`src/rtl/tdm_demux_1x8.sv`:
```
// tdm_demux_1x8 : 1-to-8 time-division demultiplexer.
// One serial bit per accepted beat is steered into channel slot 0..7, and the
// assembled word is presented on a registered output with a valid/ready handshake.
// A complete word that arrives while the output is still occupied is parked in
// the collect register (STALL) until the downstream consumes the current word.
// Optional build macro TDM_DEMUX_PARITY_EN: 9-beat frames (8 data bits followed by
// one even-parity bit) and an extra o_parity_err output registered with o_dout.
module tdm_demux_1x8 #(
    parameter int CH        = 8,
    parameter bit MSB_FIRST = 1'b0
) (
    input  logic          i_clk,
    input  logic          i_rst_n,
    input  logic          i_sync_clr,
    input  logic          i_din,
    input  logic          i_din_valid,
    output logic          o_din_ready,
    output logic [CH-1:0] o_dout,
    output logic          o_dout_valid,
    input  logic          i_dout_ready,
`ifdef TDM_DEMUX_PARITY_EN
    output logic          o_parity_err,
`endif
    output logic [2:0]    o_ch_idx
);

`ifdef TDM_DEMUX_PARITY_EN
    // The counter needs a ninth value for the parity beat.
    localparam int             CW       = 4;
    localparam logic [CW-1:0]  LAST_CNT = 4'd8;
`else
    localparam int             CW       = 3;
    localparam logic [CW-1:0]  LAST_CNT = 3'd7;
`endif

    typedef enum logic {
        COLLECT = 1'b0,
        STALL   = 1'b1
    } state_t;

    state_t          r_state;
    logic [CW-1:0]   r_count;
    logic [CH-1:0]   r_collect;
    logic [CH-1:0]   r_dout;
    logic            r_dout_valid;

    logic            w_accept;
    logic            w_last;
    logic            w_data_beat;
    logic [2:0]      w_slot;
    logic [CH-1:0]   w_word;
    logic            w_load_new;
    logic            w_enter_stall;
    logic            w_release;

`ifdef TDM_DEMUX_PARITY_EN
    logic            r_parity_err;
    logic            r_held_parity_err;
    logic            w_parity_err;

    // The parity beat (count 8) carries no data and reports slot 0.
    assign w_data_beat  = ~r_count[3];
    assign w_parity_err = (^r_collect) ^ i_din;
    assign o_parity_err = r_parity_err;
`else
    assign w_data_beat  = 1'b1;
`endif

    assign o_din_ready  = i_rst_n && (r_state == COLLECT);
    assign o_dout       = r_dout;
    assign o_dout_valid = r_dout_valid;
    assign o_ch_idx     = w_slot;

    assign w_accept      = i_din_valid && o_din_ready;
    assign w_last        = (r_count == LAST_CNT);
    assign w_load_new    = (r_state == COLLECT) && w_accept && w_last &&
                           (!r_dout_valid || i_dout_ready);
    assign w_enter_stall = (r_state == COLLECT) && w_accept && w_last &&
                           r_dout_valid && !i_dout_ready;
    assign w_release     = (r_state == STALL) && i_dout_ready;

    // Map the beat counter onto the channel slot the current bit belongs to.
    always_comb begin
        w_slot = 3'd0;
        if (w_data_beat) begin
            w_slot = MSB_FIRST ? (3'd7 - r_count[2:0]) : r_count[2:0];
        end
    end

    // Collect register with the current bit merged into its slot.
    always_comb begin
        w_word = r_collect;
        if (w_data_beat) begin
            w_word[w_slot] = i_din;
        end
    end

    // Frame assembly, output register and COLLECT/STALL control.
    always_ff @(posedge i_clk or negedge i_rst_n) begin
        if (!i_rst_n) begin
            r_state      <= COLLECT;
            r_count      <= '0;
            r_collect    <= '0;
            r_dout       <= '0;
            r_dout_valid <= 1'b0;
        end else if (i_sync_clr) begin
            r_state      <= COLLECT;
            r_count      <= '0;
            r_collect    <= '0;
            r_dout       <= '0;
            r_dout_valid <= 1'b0;
        end else begin
            case (r_state)
                COLLECT: begin
                    if (r_dout_valid && i_dout_ready) begin
                        r_dout_valid <= 1'b0;
                    end
                    if (w_accept) begin
                        if (w_last) begin
                            r_count <= '0;
                            if (w_load_new) begin
                                r_dout       <= w_word;
                                r_dout_valid <= 1'b1;
                                r_collect    <= '0;
                            end else begin
                                r_collect <= w_word;
                                r_state   <= STALL;
                            end
                        end else begin
                            r_count   <= r_count + 1'b1;
                            r_collect <= w_word;
                        end
                    end
                end
                STALL: begin
                    if (w_release) begin
                        r_dout    <= r_collect;
                        r_collect <= '0;
                        r_state   <= COLLECT;
                    end
                end
                default: begin
                    r_state <= COLLECT;
                end
            endcase
        end
    end

`ifdef TDM_DEMUX_PARITY_EN
    // Parity error travels with the word: loaded with o_dout, parked alongside a stalled word.
    always_ff @(posedge i_clk or negedge i_rst_n) begin
        if (!i_rst_n) begin
            r_parity_err      <= 1'b0;
            r_held_parity_err <= 1'b0;
        end else if (i_sync_clr) begin
            r_parity_err      <= 1'b0;
            r_held_parity_err <= 1'b0;
        end else if (w_load_new) begin
            r_parity_err <= w_parity_err;
        end else if (w_enter_stall) begin
            r_held_parity_err <= w_parity_err;
        end else if (w_release) begin
            r_parity_err <= r_held_parity_err;
        end
    end
`endif

endmodule

```
`config.mk`:
```
export PLATFORM = sky130hd
export DESIGN_NAME = tdm_demux_1x8
export DESIGN_NICKNAME = d
export VERILOG_FILES = /design/src/rtl/tdm_demux_1x8.sv
export SDC_FILE = /design/constraint.sdc
export NUM_CORES = 1
export LEC_CHECK = 0
export BUFFER_PORTS_ARGS = -buffer_cell sky130_fd_sc_hd__buf_2
export CORE_MARGIN = 3
export CORE_UTILIZATION = 49
export CTS_CLUSTER_DIAMETER = 80
export DETAILED_ROUTE_END_ITERATION = 10
export PLACE_DENSITY = 0.73
export SYNTH_ARGS = -nofsm -noshare
export SYNTH_HDL_FRONTEND = slang
export SYNTH_SLANG_ARGS = --single-unit
```
`constraint.sdc`:
```
create_clock -name i_clk -period 1.6 [get_ports i_clk]
set_clock_uncertainty 0.2 [all_clocks]
set_input_delay 0.32 -clock i_clk [delete_from_list [all_inputs] [get_ports i_clk]]
set_output_delay 0.32 -clock i_clk [all_outputs]
set_load 0.05 [all_outputs]
```
# [Yosys cells after proc, flatten, opt, wreduce, memory -nomap -nowiden]
# Index checks and enable logic that the tools add are counted.
[op_classes] n_addsub=1 magnitude_cmp=2 eq_ne=6 muxes=31 bitwise=1 reduce_logical=14
[ops] cell="two-way mux 8 bit" count=10
[ops] cell="case mux 8 bit (2 select lines)" count=2
[ops] cell="two-way mux 1 bit" count=12
[ops] cell="two-way mux 3 bit" count=4
[ops] cell="!= test 3 bit (second input constant)" count=3
[ops] cell="bitwise mux 8 bit" count=1
[ops] cell="logical AND 1 bit" count=8
[ops] cell="< comparator 3 x 4 -> 1 bit (second input constant)" count=1
[ops] cell="AND reduction 2 bit" count=2
[ops] cell="AND reduction 4 bit" count=1
[ops] cell="adder 3 x 1 -> 3 bit (second input constant)" count=1
[ops] cell="demux 1 bit (select 3 bit)" count=1
[ops] cell="== test 3 bit (second input constant)" count=1
[ops] cell="greater-or-equal comparator 3 x 1 -> 1 bit (second input constant)" count=1
[ops] cell="!= test 3 x 2 -> 1 bit (second input constant)" count=1
[ops] cell="!= test 2 bit (second input constant)" count=1
[ops] cell="case mux 1 bit (2 select lines)" count=1
[ops] cell="nonzero test 2 bit" count=1
[ops] cell="logical NOT 1 bit" count=1
[ops] cell="logical OR 1 bit" count=1
[ops] cell="inverter 1 bit" count=1
[word_totals] ff_bits=21 inputBits=6 word_cells=60

# [Logic depth before layout (Yosys ltp)]
# Gate-level depths: netlist of run 1.
[depth] depth_word=11 depth_mapped=7

# [Worst setup path before layout of run 1]
# Ideal clock, no wire load.
[synth_path] path_kind="reg2reg" from="register r_count[1] (netlist: o_ch_idx[1])" to="register r_dout[7] (netlist: o_dout[7])" setup_ns=0.094 arrival_ns=1.876 t_required_ns=1.306 setup_slack_ns=-0.570 stages_incl_launch_ff=8 path_buffers=1 period_less_slack_ns=2.170 path_cell_list="dfrtp_1 > ha_1 > ha_1 > nand4b_4 > o21ai_4 > buf_6 > a21oi_1 > a211oi_1"
[synth_between] elab_chain_len=10 word_cells_on_any_way=17 cone_classes="2 x order compare; 3 x eq/ne; 8 x mux; 4 x reduce/logical"
[synth_lines] item="start: declaration" line_no="42" text="logic [CW-1:0] r_count;"
[synth_lines] item="start signal: assignment" line_no="130" text="r_count <= r_count + 1'b1;"
[synth_lines] item="< comparator 3 x 4 -> 1 bit (implied by the code) / greater-or-equal comparator 3 x 1 -> 1 bit (equally long branches)" line_no="94" text="w_word[w_slot] = i_din;"
[synth_lines] item="logical AND 1 bit (implied by the code)" line_no="94"
[synth_lines] item="two-way mux 1 bit (implied by the code)" line_no="94"
[synth_lines] item="demux 1 bit (select 3 bit)" line_no="94"
[synth_lines] item="bitwise mux 8 bit" line_no="94"
[synth_lines] item="two-way mux 8 bit" line_no="121" text="if (w_load_new) begin"
[synth_lines] item="two-way mux 8 bit" line_no="119" text="if (w_last) begin"
[synth_lines] item="two-way mux 8 bit" line_no="118" text="if (w_accept) begin"
[synth_lines] item="case mux 8 bit (2 select lines)" line_no="113" text="case (r_state)"
[synth_lines] item="two-way mux 8 bit" line_no="106" text="end else if (i_sync_clr) begin"
[synth_lines] item="end signal: assignment" line_no="122" text="r_dout <= w_word;"
[synth_lines] item="end signal: assignment" line_no="137" text="r_dout <= r_collect;"
[synth_lines] item="end: declaration" line_no="44" text="logic [CH-1:0] r_dout;"
# Several ways; a longest one is shown, not always the timed one. The select of a mux whose other input is x is not followed.
# A chain may end at the register's enable or synchronous reset.

# [Final worst setup path of run 1]
[layout_path] from="register r_count[0] (netlist: o_ch_idx[0])" to="register r_dout[0] (netlist: o_dout[0])"
# The elaborated chain is that of the path after synthesis.

==> impl_metrics.toml, run 1 <==
[grt]
antenna_found_initial = 0
grt_pass1_vias = 1148
grtUsageTotal_pct = 21.0
grt_max_degree = 17
grt.overflow.total = 0
grt_pass1_wl_um = 5250

[die]
start_util_pct = 52.9
die-width_um = 55.3
ios = 19
rows = 17
chipHeight_um = 55.3
die-area_um2 = 3060
core_um2 = 2250

[finish]
post-route-cell-area_um2 = 1780
nets = 163
regArea_um2 = 531
multiInputGateArea_um2 = 831
nFillCells = 137
area_growth_pct = 48.9
postLayoutCoreUtil_pct = 78.7
drive_gt1_share_pct = 59.1
diodes = 0

[synth]
yosysWarningCount = 0
netlist_area_um2 = 1190
syn_inst = 116
synth_top_area_share_pct = 44.1
synth_nets = 124
yosys.area.top_type = "dfrtp_1"
ys_types = 30
synthTopCellsByArea = "dfrtp_1, a211oi_1, mux2i_1"
syn_avg_cell_area_um2 = 10.3
ys_seq_area_share_pct = 44.1
ys_seq_elements = 21

[placement]
gp_congestion = 0.778
port_buffers = 18
dp_hpwl_um = 2040
post_dp_cell_area_um2 = 1460

[setup_path]
worstPathMaxFanout = 11
start_kind = "flip-flop"
worstPathArrival_ns = 1.77
reg2reg_slack_ns = -0.19
path_class = "flip-flop to flip-flop"
worstPathRequired_ns = 1.58
cp-end-kind = "flip-flop"

[clocking]
path_clk_slew_ns = 0.11
clock-sinks = 21
cts_buffers = 3
clock_path_buffers = 2
clockRootBuffer = "clkbuf_4"
clock_latency_ns = 0.31
cts_tree = "yes"
htreeDepth = 1

[outcome]
violations = "setup timing"
status = "finished with violations"

[timing]
finalHoldViolCount = 0
setup_violations = 20
fin_crit_sh_pct = 112
drv_slew = 0
rsz0062_at_grt = "yes"
slew_headroom_pct = 73.5
max_freq_mhz = 560
min_period_ns = 1.79
setup_slack_ns = -0.186
worst_pin_slew_ns = 0.386
setup_tns_ns = -1.80

[drt]
drt-total-wl_um = 3190
wl_per_cell_um = 17.5
num_vias = 1097
viasPerCell = 6.03
dr.pass1.iters = 4
drc = 0
drt_iter0_drc = 32
ant_nets = 0

[pwr]
power_mw = 1.18
power.density_nw_per_um2 = 667
p_leak_nw = 0.765
ir_worst_vdd_v = 0.000578

[hold_path]
hold_class = "input port to flip-flop"

[job]
maxCapViolCount = 0
[synthesized netlist by cell type, drive strengths merged]
| library cell | number |
|---|---|
| or3 | 1 |
| a211oi | 16 |
| nand4b | 1 |
| ha | 2 |
| dfrtp | 21 |
| nor2b | 2 |
| nand3 | 1 |
| nor3b | 3 |
| a41oi | 1 |
| nor3 | 2 |
| nor2 | 6 |
| o31ai | 8 |
| and2 | 2 |
| o21ai | 2 |
| nand2 | 12 |
| clkbuf | 1 |
| and2b | 1 |
| a21oi | 12 |
| nand3b | 3 |
| inv | 1 |
| mux2i | 9 |
| buf | 9 |
[routing by layer]
metal | share of wire, % | global-route usage (%) | vias to the layer above
li1 | - | - | 507
met1 | 41 | 26.1 | 553
met2 | 53 | 35.8 | 28
met3 | 3.7 | 3.04 | 9
met4 | 2.5 | 9.38 | 0
met5 | 0 | 0 | -
[cells in the final DEF, fill, tap and decap left out, types with 3 or more instances in the layout]
cell type,instances
dfrtp_1,17
buf_6,8
mux2i_1,7
a21oi_2,4
dfrtp_2,4
clkbuf_4,3
a211oi_2,13
buf_2,13
a211oi_1,3
buf_4,19
nor3b_2,3
nor2_1,4
a21oi_1,8
nand2_1,11
o31ai_4,6
[state kept, by name (all words and copies together) (netlist names)]
name,count
o_ch_idx,3
o_dout,8
o_dout_valid,1
r_collect,8
r_state,1
[final cells by class]
class | count | share of cell area, %
clock buffer | 3 | 1.27
clock inverter | 1 | 0.282
inverter | 1 | 0.211
multi-input combinational | 84 | 46.8
sequential | 21 | 29.9
tap | 28 | 1.97
timing repair buffer | 44 | 19.6
[report_power, final]
part	total [mW]	internal, mW	switching (mW)
sequential	0.583	0.561	0.0222
combinational	0.344	0.115	0.229
clock	0.258	0.0934	0.164
[per-stage QoR]
| step | setup WS [ns] | std cells | hold slack, ns |
|---|---|---|---|
| after floorplan | -0.251 | 116 | -0.176 |
| after global placement | -0.181 | 170 | 0.102 |
| after detailed placement | -0.235 | 170 | 0.104 |
| after CTS | -0.115 | 179 | 0.0216 |
| after global routing | -0.243 | 182 | 0.0227 |
| final | -0.186 | 182 | 0.0307 |
[cell families (layout without fill, tap and decap cells)]
group                    count (synthesis)  after routing  synth area share [%]
AND/OR/NAND/NOR                         34             34                  16.7
flip-flops                              21             21                  44.1
buffers and inverters                   11             49                  6.09
adder cells (fa/ha/maj)                  2              2                  2.10
multiplexers                             9              9                  7.56
AO/OA/AOI/OAI                           39             39                  23.5
[repair_timing]
item | in CTS | in global routing
buffers inserted | 3 | 3
gates resized for setup | 27 | 21
hold buffers | 2 | 0
pin swaps | 18 | 3
setup endpoints to repair | 20 | 23
endpoints found under the hold margin | 9 | 0
[critical path, cell delays in order, from the launching register on]
cell and delay (ns):
dfrtp_2 0.44, buf_4 0.19, nor3_1 0.35, mux2i_2 0.37, a211oi_1 0.12
[final timing paths]
kind                                   start            to  cells after the start
worst max-delay path             o_ch_idx[0]     o_dout[0]                      4
worst min-delay path              i_sync_clr       r_state                      2
worst max register to register   o_ch_idx[0]     o_dout[0]                      4
worst min register to register  r_collect[7]  r_collect[7]                      2
max in group asynchronous            i_rst_n   o_ch_idx[1]                      3
min in group asynchronous            i_rst_n   o_ch_idx[2]                      3
No activity file was read; power rests on OpenSTA's default activity.
==> inputs of run 2 (changes only) <==
Settings changed: ABC_AREA set to 1, CORE_UTILIZATION 49 to 50, PLACE_DENSITY 0.73 to 0.74.
==> impl_metrics.toml, run 2 <==
[drt]
viasPerCell = 5.49
drc = 0
dr.pass1.iters = 4
ant_nets = 0
drt_iter0_drc = 39
wl_per_cell_um = 14.3
num_vias = 1301
drt-total-wl_um = 3380

[finish]
nets = 218
area_growth_pct = 26.7
final_common_cell = "nand2_1"
final_cell_mix = "nand2_1, dfrtp_1, nand3_1"
postLayoutCoreUtil_pct = 70.3
diodes = 0
drive_gt1_share_pct = 28.2
post-route-cell-area_um2 = 1640

[setup_path]
worstPathArrival_ns = 1.67
crit-reg2reg-capture = "o_dout[0]"
reg2reg_slack_ns = -0.05
start_kind = "flip-flop"
ff2ff_path_depth = 9
timing.rr.start = "o_ch_idx[1]"
cp-end-kind = "flip-flop"
worstPathMaxFanout = 8
path_class = "flip-flop to flip-flop"
worstPathRequired_ns = 1.62

[timing]
finalHoldViolCount = 0
rsz0062_at_grt = "yes"
drv_slew = 0
slew_headroom_pct = 80.6
min_period_ns = 1.65
setup_violations = 9
setup_slack_ns = -0.0454
setup_tns_ns = -0.252
max_freq_mhz = 608
fin_crit_sh_pct = 103
worst_pin_slew_ns = 0.289

[synth]
ys_seq_elements = 21
ys_types = 23
syn_avg_cell_area_um2 = 7.33
synth_edf_count = 0
netlist_area_um2 = 1300
synth_top_area_share_pct = 40.5
yosysWarningCount = 0
ys_seq_area_share_pct = 40.5
yosys.area.top_type = "dfrtp_1"
ys.flop_type = "dfrtp_1"
syn_inst = 177
synthTopCellsByArea = "dfrtp_1, nand2_1, nand3_1"
post-synth-top-count-cell = "nand2_1"
async_reset_ff_share_pct = 100
ys_top_cells_by_count = "nand2_1, dfrtp_1, nand3_1, inv_1, o21ai_0"
synth_nets = 185

[clocking]
clock-sinks = 21
cts_buffers = 3
clockRootBuffer = "clkbuf_4"
clock_latency_ns = 0.32
cts_tree = "yes"
clock_path_buffers = 2
htreeDepth = 1
path_clk_slew_ns = 0.13

[grt]
grt_pass1_vias = 1335
grt_max_degree = 14
antenna_found_initial = 0
grtUsageTotal_pct = 24.0
grt_pass1_wl_um = 6130
grt.overflow.total = 0

[pwr]
ir_worst_vdd_v = 0.000494
p_leak_nw = 0.881
power_mw = 1.09
power.density_nw_per_um2 = 664

[die]
ios = 19
core_um2 = 2340
die-width_um = 56.9
chipHeight_um = 56.9
die-area_um2 = 3240
start_util_pct = 55.5
rows = 17

[placement]
dp_hpwl_um = 2490
gp_congestion = 0.821
port_buffers = 18
pre_cts_slack_ns = -0.0728
post_dp_cell_area_um2 = 1510

[outcome]
status = "finished with violations"
violations = "setup timing"

[job]
maxCapViolCount = 0

[hold_path]
whs_path_depth = 4
hold_end = "r_state"
hold_class = "input port to flip-flop"
hp-start = "i_dout_ready"
-- run 2: cells by family (layout without fill, tap and decap cells) --
| family | Yosys count | after routing | synth area share, % |
|---|---|---|---|
| AND/OR/NAND/NOR | 117 | 117 | 44.1 |
| buffers and inverters | 23 | 55 | 7.62 |
| flip-flops | 21 | 21 | 40.5 |
| AO/OA/AOI/OAI | 14 | 14 | 5.88 |
| adder cells (fa/ha/maj) | 2 | 2 | 1.93 |
-- run 2: metal layers --
layer | global-route usage, % | wire length [um]
met5 | 0 | 0
met4 | 7.62 | 34
met1 | 31.2 | 1480
met2 | 40.0 | 1640
met3 | 5.20 | 226
-- run 2: worst max path at each step --
stage | from | to | slack, ns
after floorplan | o_ch_idx[1] | o_dout[0] | -0.13
after global placement | o_ch_idx[1] | o_dout[5] | -0.05
after detailed placement | o_ch_idx[1] | o_dout[0] | -0.07
after CTS | o_ch_idx[1] | o_dout[0] | -0.03
after global routing | o_ch_idx[1] | o_dout[2] | -0.14
final | o_ch_idx[1] | o_dout[0] | -0.05
-- run 2: power by group --
group	leakage, nW	internal, mW	switching, mW
registers	0.285	0.551	0.0119
logic	0.578	0.0810	0.176
clock network	0.0177	0.0936	0.178
total	0.881	0.725	0.366
-- run 2: cell type report --
cell class	count	area, um2
sequential	21	529
fill	187	696
clock inverter	1	5.00
timing repair buffer	32	250
tap	28	35.0
inverter	19	77.6
clock buffer	3	22.5
multi-input combinational	133	724
-- run 2: per-stage QoR --
| step | instances | hold WS [ns] |
|---|---|---|
| final | 237 | 0.113 |
| after global routing | 237 | 0.106 |
| after CTS | 237 | 0.111 |
| after detailed placement | 228 | 0.152 |
| after global placement | 228 | 0.140 |
| after floorplan | 177 | -0.176 |
-- run 2: timing repair --
item	CTS	global route
setup buffers	4	0
pin swaps	3	0
hold endpoints to repair	21	0
hold buffers	1	0
setup endpoints to repair	20	22
resized for setup	15	10
-- run 2: critical path: stages (launching register included) --
cell     delay (ns)
dfrtp_2        0.45
ha_4           0.17
ha_4           0.16
nand4_4        0.11
nor2_4         0.05
nor2_4         0.12
buf_12         0.14
nor2_8         0.04
nand2_1        0.06
nand2_1        0.06
==> inputs of run 3 (changes only) <==
Settings changed: REMOVE_ABC_BUFFERS set to 1, SLEW_MARGIN set to 10.
==> impl_metrics.toml, run 3 (synthesized netlist as in run 2, its figures left out) <==
[outcome]
status = "finished with violations"
violations = "setup timing"

[placement]
gp_congestion = 0.894
pre_cts_slack_ns = -0.0290
dp_hpwl_um = 2190
port_buffers = 18

[timing]
min_period_ns = 1.68
worst_pin_slew_ns = 0.319
drv_slew = 0
rsz0062_at_grt = "yes"
max_freq_mhz = 596
setup_slack_ns = -0.0792
setup_violations = 17
slew_headroom_pct = 78.7
finalHoldViolCount = 0
fin_crit_sh_pct = 105
holdWs_ns = 0.133

[setup_path]
cp_cell_sequence = "ha_2 -> ha_4 -> nand4_4 -> nor2_4 -> nor2_4 -> nor2_8 -> nand2_1 -> nand2_1"
worstPathMaxFanout = 9
slowest_stage = "dfrtp_1"
worstPathArrival_ns = 1.68
ff2ff_path_depth = 8
reg2reg_slack_ns = -0.08
start_kind = "flip-flop"
worstPathRequired_ns = 1.60
path_class = "flip-flop to flip-flop"
cp-end-kind = "flip-flop"
slowest_delay_ns = 0.42
crit-reg2reg-capture = "o_dout[1]"
timing.rr.start = "o_ch_idx[0]"

[pwr]
ir_worst_vdd_v = 0.000413
power.density_nw_per_um2 = 652
p_leak_nw = 0.887
power_mw = 1.07

[job]
maxCapViolCount = 0

[finish]
final_cell_mix = "nand2_1, dfrtp_1, nand3_1"
diodes = 0
final_common_cell = "nand2_1"
nets = 218
area_growth_pct = 26.2
postLayoutCoreUtil_pct = 70.0
drive_gt1_share_pct = 28.2

[die]
die-area_um2 = 3240
ios = 19
start_util_pct = 55.5
rows = 17
chipHeight_um = 56.9
core_um2 = 2340
die-width_um = 56.9

[grt]
grtUsageTotal_pct = 20.0
grt_pass1_vias = 1146
antenna_found_initial = 0
grt-busiest-layer = "met2"
met1_usage_pct = 29.1
grt_pass1_wl_um = 5180
grt.overflow.total = 0
grt_max_degree = 15
use_met2_pct = 32.8
grt_use_met3_pct = 2.71

[hold_path]
hp-start = "i_dout_ready"
hold_end = "r_state"
hold_class = "input port to flip-flop"
whs_path_depth = 4

[drt]
num_vias = 1280
drc = 0
viasPerCell = 5.40
drt-total-wl_um = 3090
drt_iter0_drc = 49
ant_nets = 0
dr.pass1.iters = 4
wl_per_cell_um = 13.1

[clocking]
cts_buffers = 3
path_clk_slew_ns = 0.13
clock_path_buffers = 2
clockRootBuffer = "clkbuf_4"
cts_tree = "yes"
clock_latency_ns = 0.30
clock-sinks = 21
htreeDepth = 1
==> run 3: what timing repair did <==
item / CTS / global route
hold endpoints to repair: 21 / 0
pin swaps: 2 / 7
setup buffers: 1 / 9
setup endpoints to repair: 18 / 22
hold buffers: 1 / 0
gates resized for setup: 16 / 19
gates cloned: 0 / 1
==> run 3: how the worst max path moves through the flow <==
stage / slack (ns) / startpoint / to
after floorplan: -0.43 / o_ch_idx[1] / o_dout[0]
after global placement: 0.004 / o_ch_idx[0] / o_dout[7]
after detailed placement: -0.03 / o_ch_idx[0] / o_dout[2]
after CTS: -0.008 / o_ch_idx[0] / o_dout[7]
after global routing: -0.14 / o_ch_idx[0] / o_dout[2]
final: -0.08 / o_ch_idx[0] / o_dout[1]
==> run 3: report_power, final <==
| part | total (mW) | switching [mW] | internal (mW) |
|---|---|---|---|
| sequential | 0.562 | 0.0115 | 0.550 |
| combinational | 0.245 | 0.171 | 0.0739 |
| clock | 0.261 | 0.168 | 0.0930 |
==> run 3: per-stage QoR <==
| step | std cells | instance area [um2] | setup TNS [ns] |
|---|---|---|---|
| 3_3_place_gp | 228 | 1480 | 0 |
| 4_1_cts | 234 | 1590 | -0.0246 |
| 5_1_grt | 237 | 1640 | -1.93 |
| 3_5_place_dp | 228 | 1480 | -0.197 |
| 2_1_floorplan | 173 | 1270 | -7.58 |
| 6_report | 237 | 1640 | -0.905 |
==> run 3: layout make-up <==
type                            count  area, um2
Clock inverter                      1       5.00
Inverter                           19       77.6
Tap cell                           28       35.0
Clock buffer                        3       22.5
Multi-Input combinational cell    133        736
Fill cell                         195        702
Sequential cell                    21        527
Timing Repair Buffer               32        235
==> run 3: per-layer routing <==
metal / vias to the layer above / share of wire (%)
li1: 627 / -
met1: 603 / 46
met2: 44 / 48
met3: 6 / 5.0
met4: 0 / 0.94
met5: - / 0
==> run 3: worst max-delay path, delay by kind of cell (launching register included) <==
| family | cells | cell delay [ns] |
|---|---|---|
| simple gates | 6 | 0.59 |
| flops | 1 | 0.42 |
| fa+ha+maj | 2 | 0.38 |
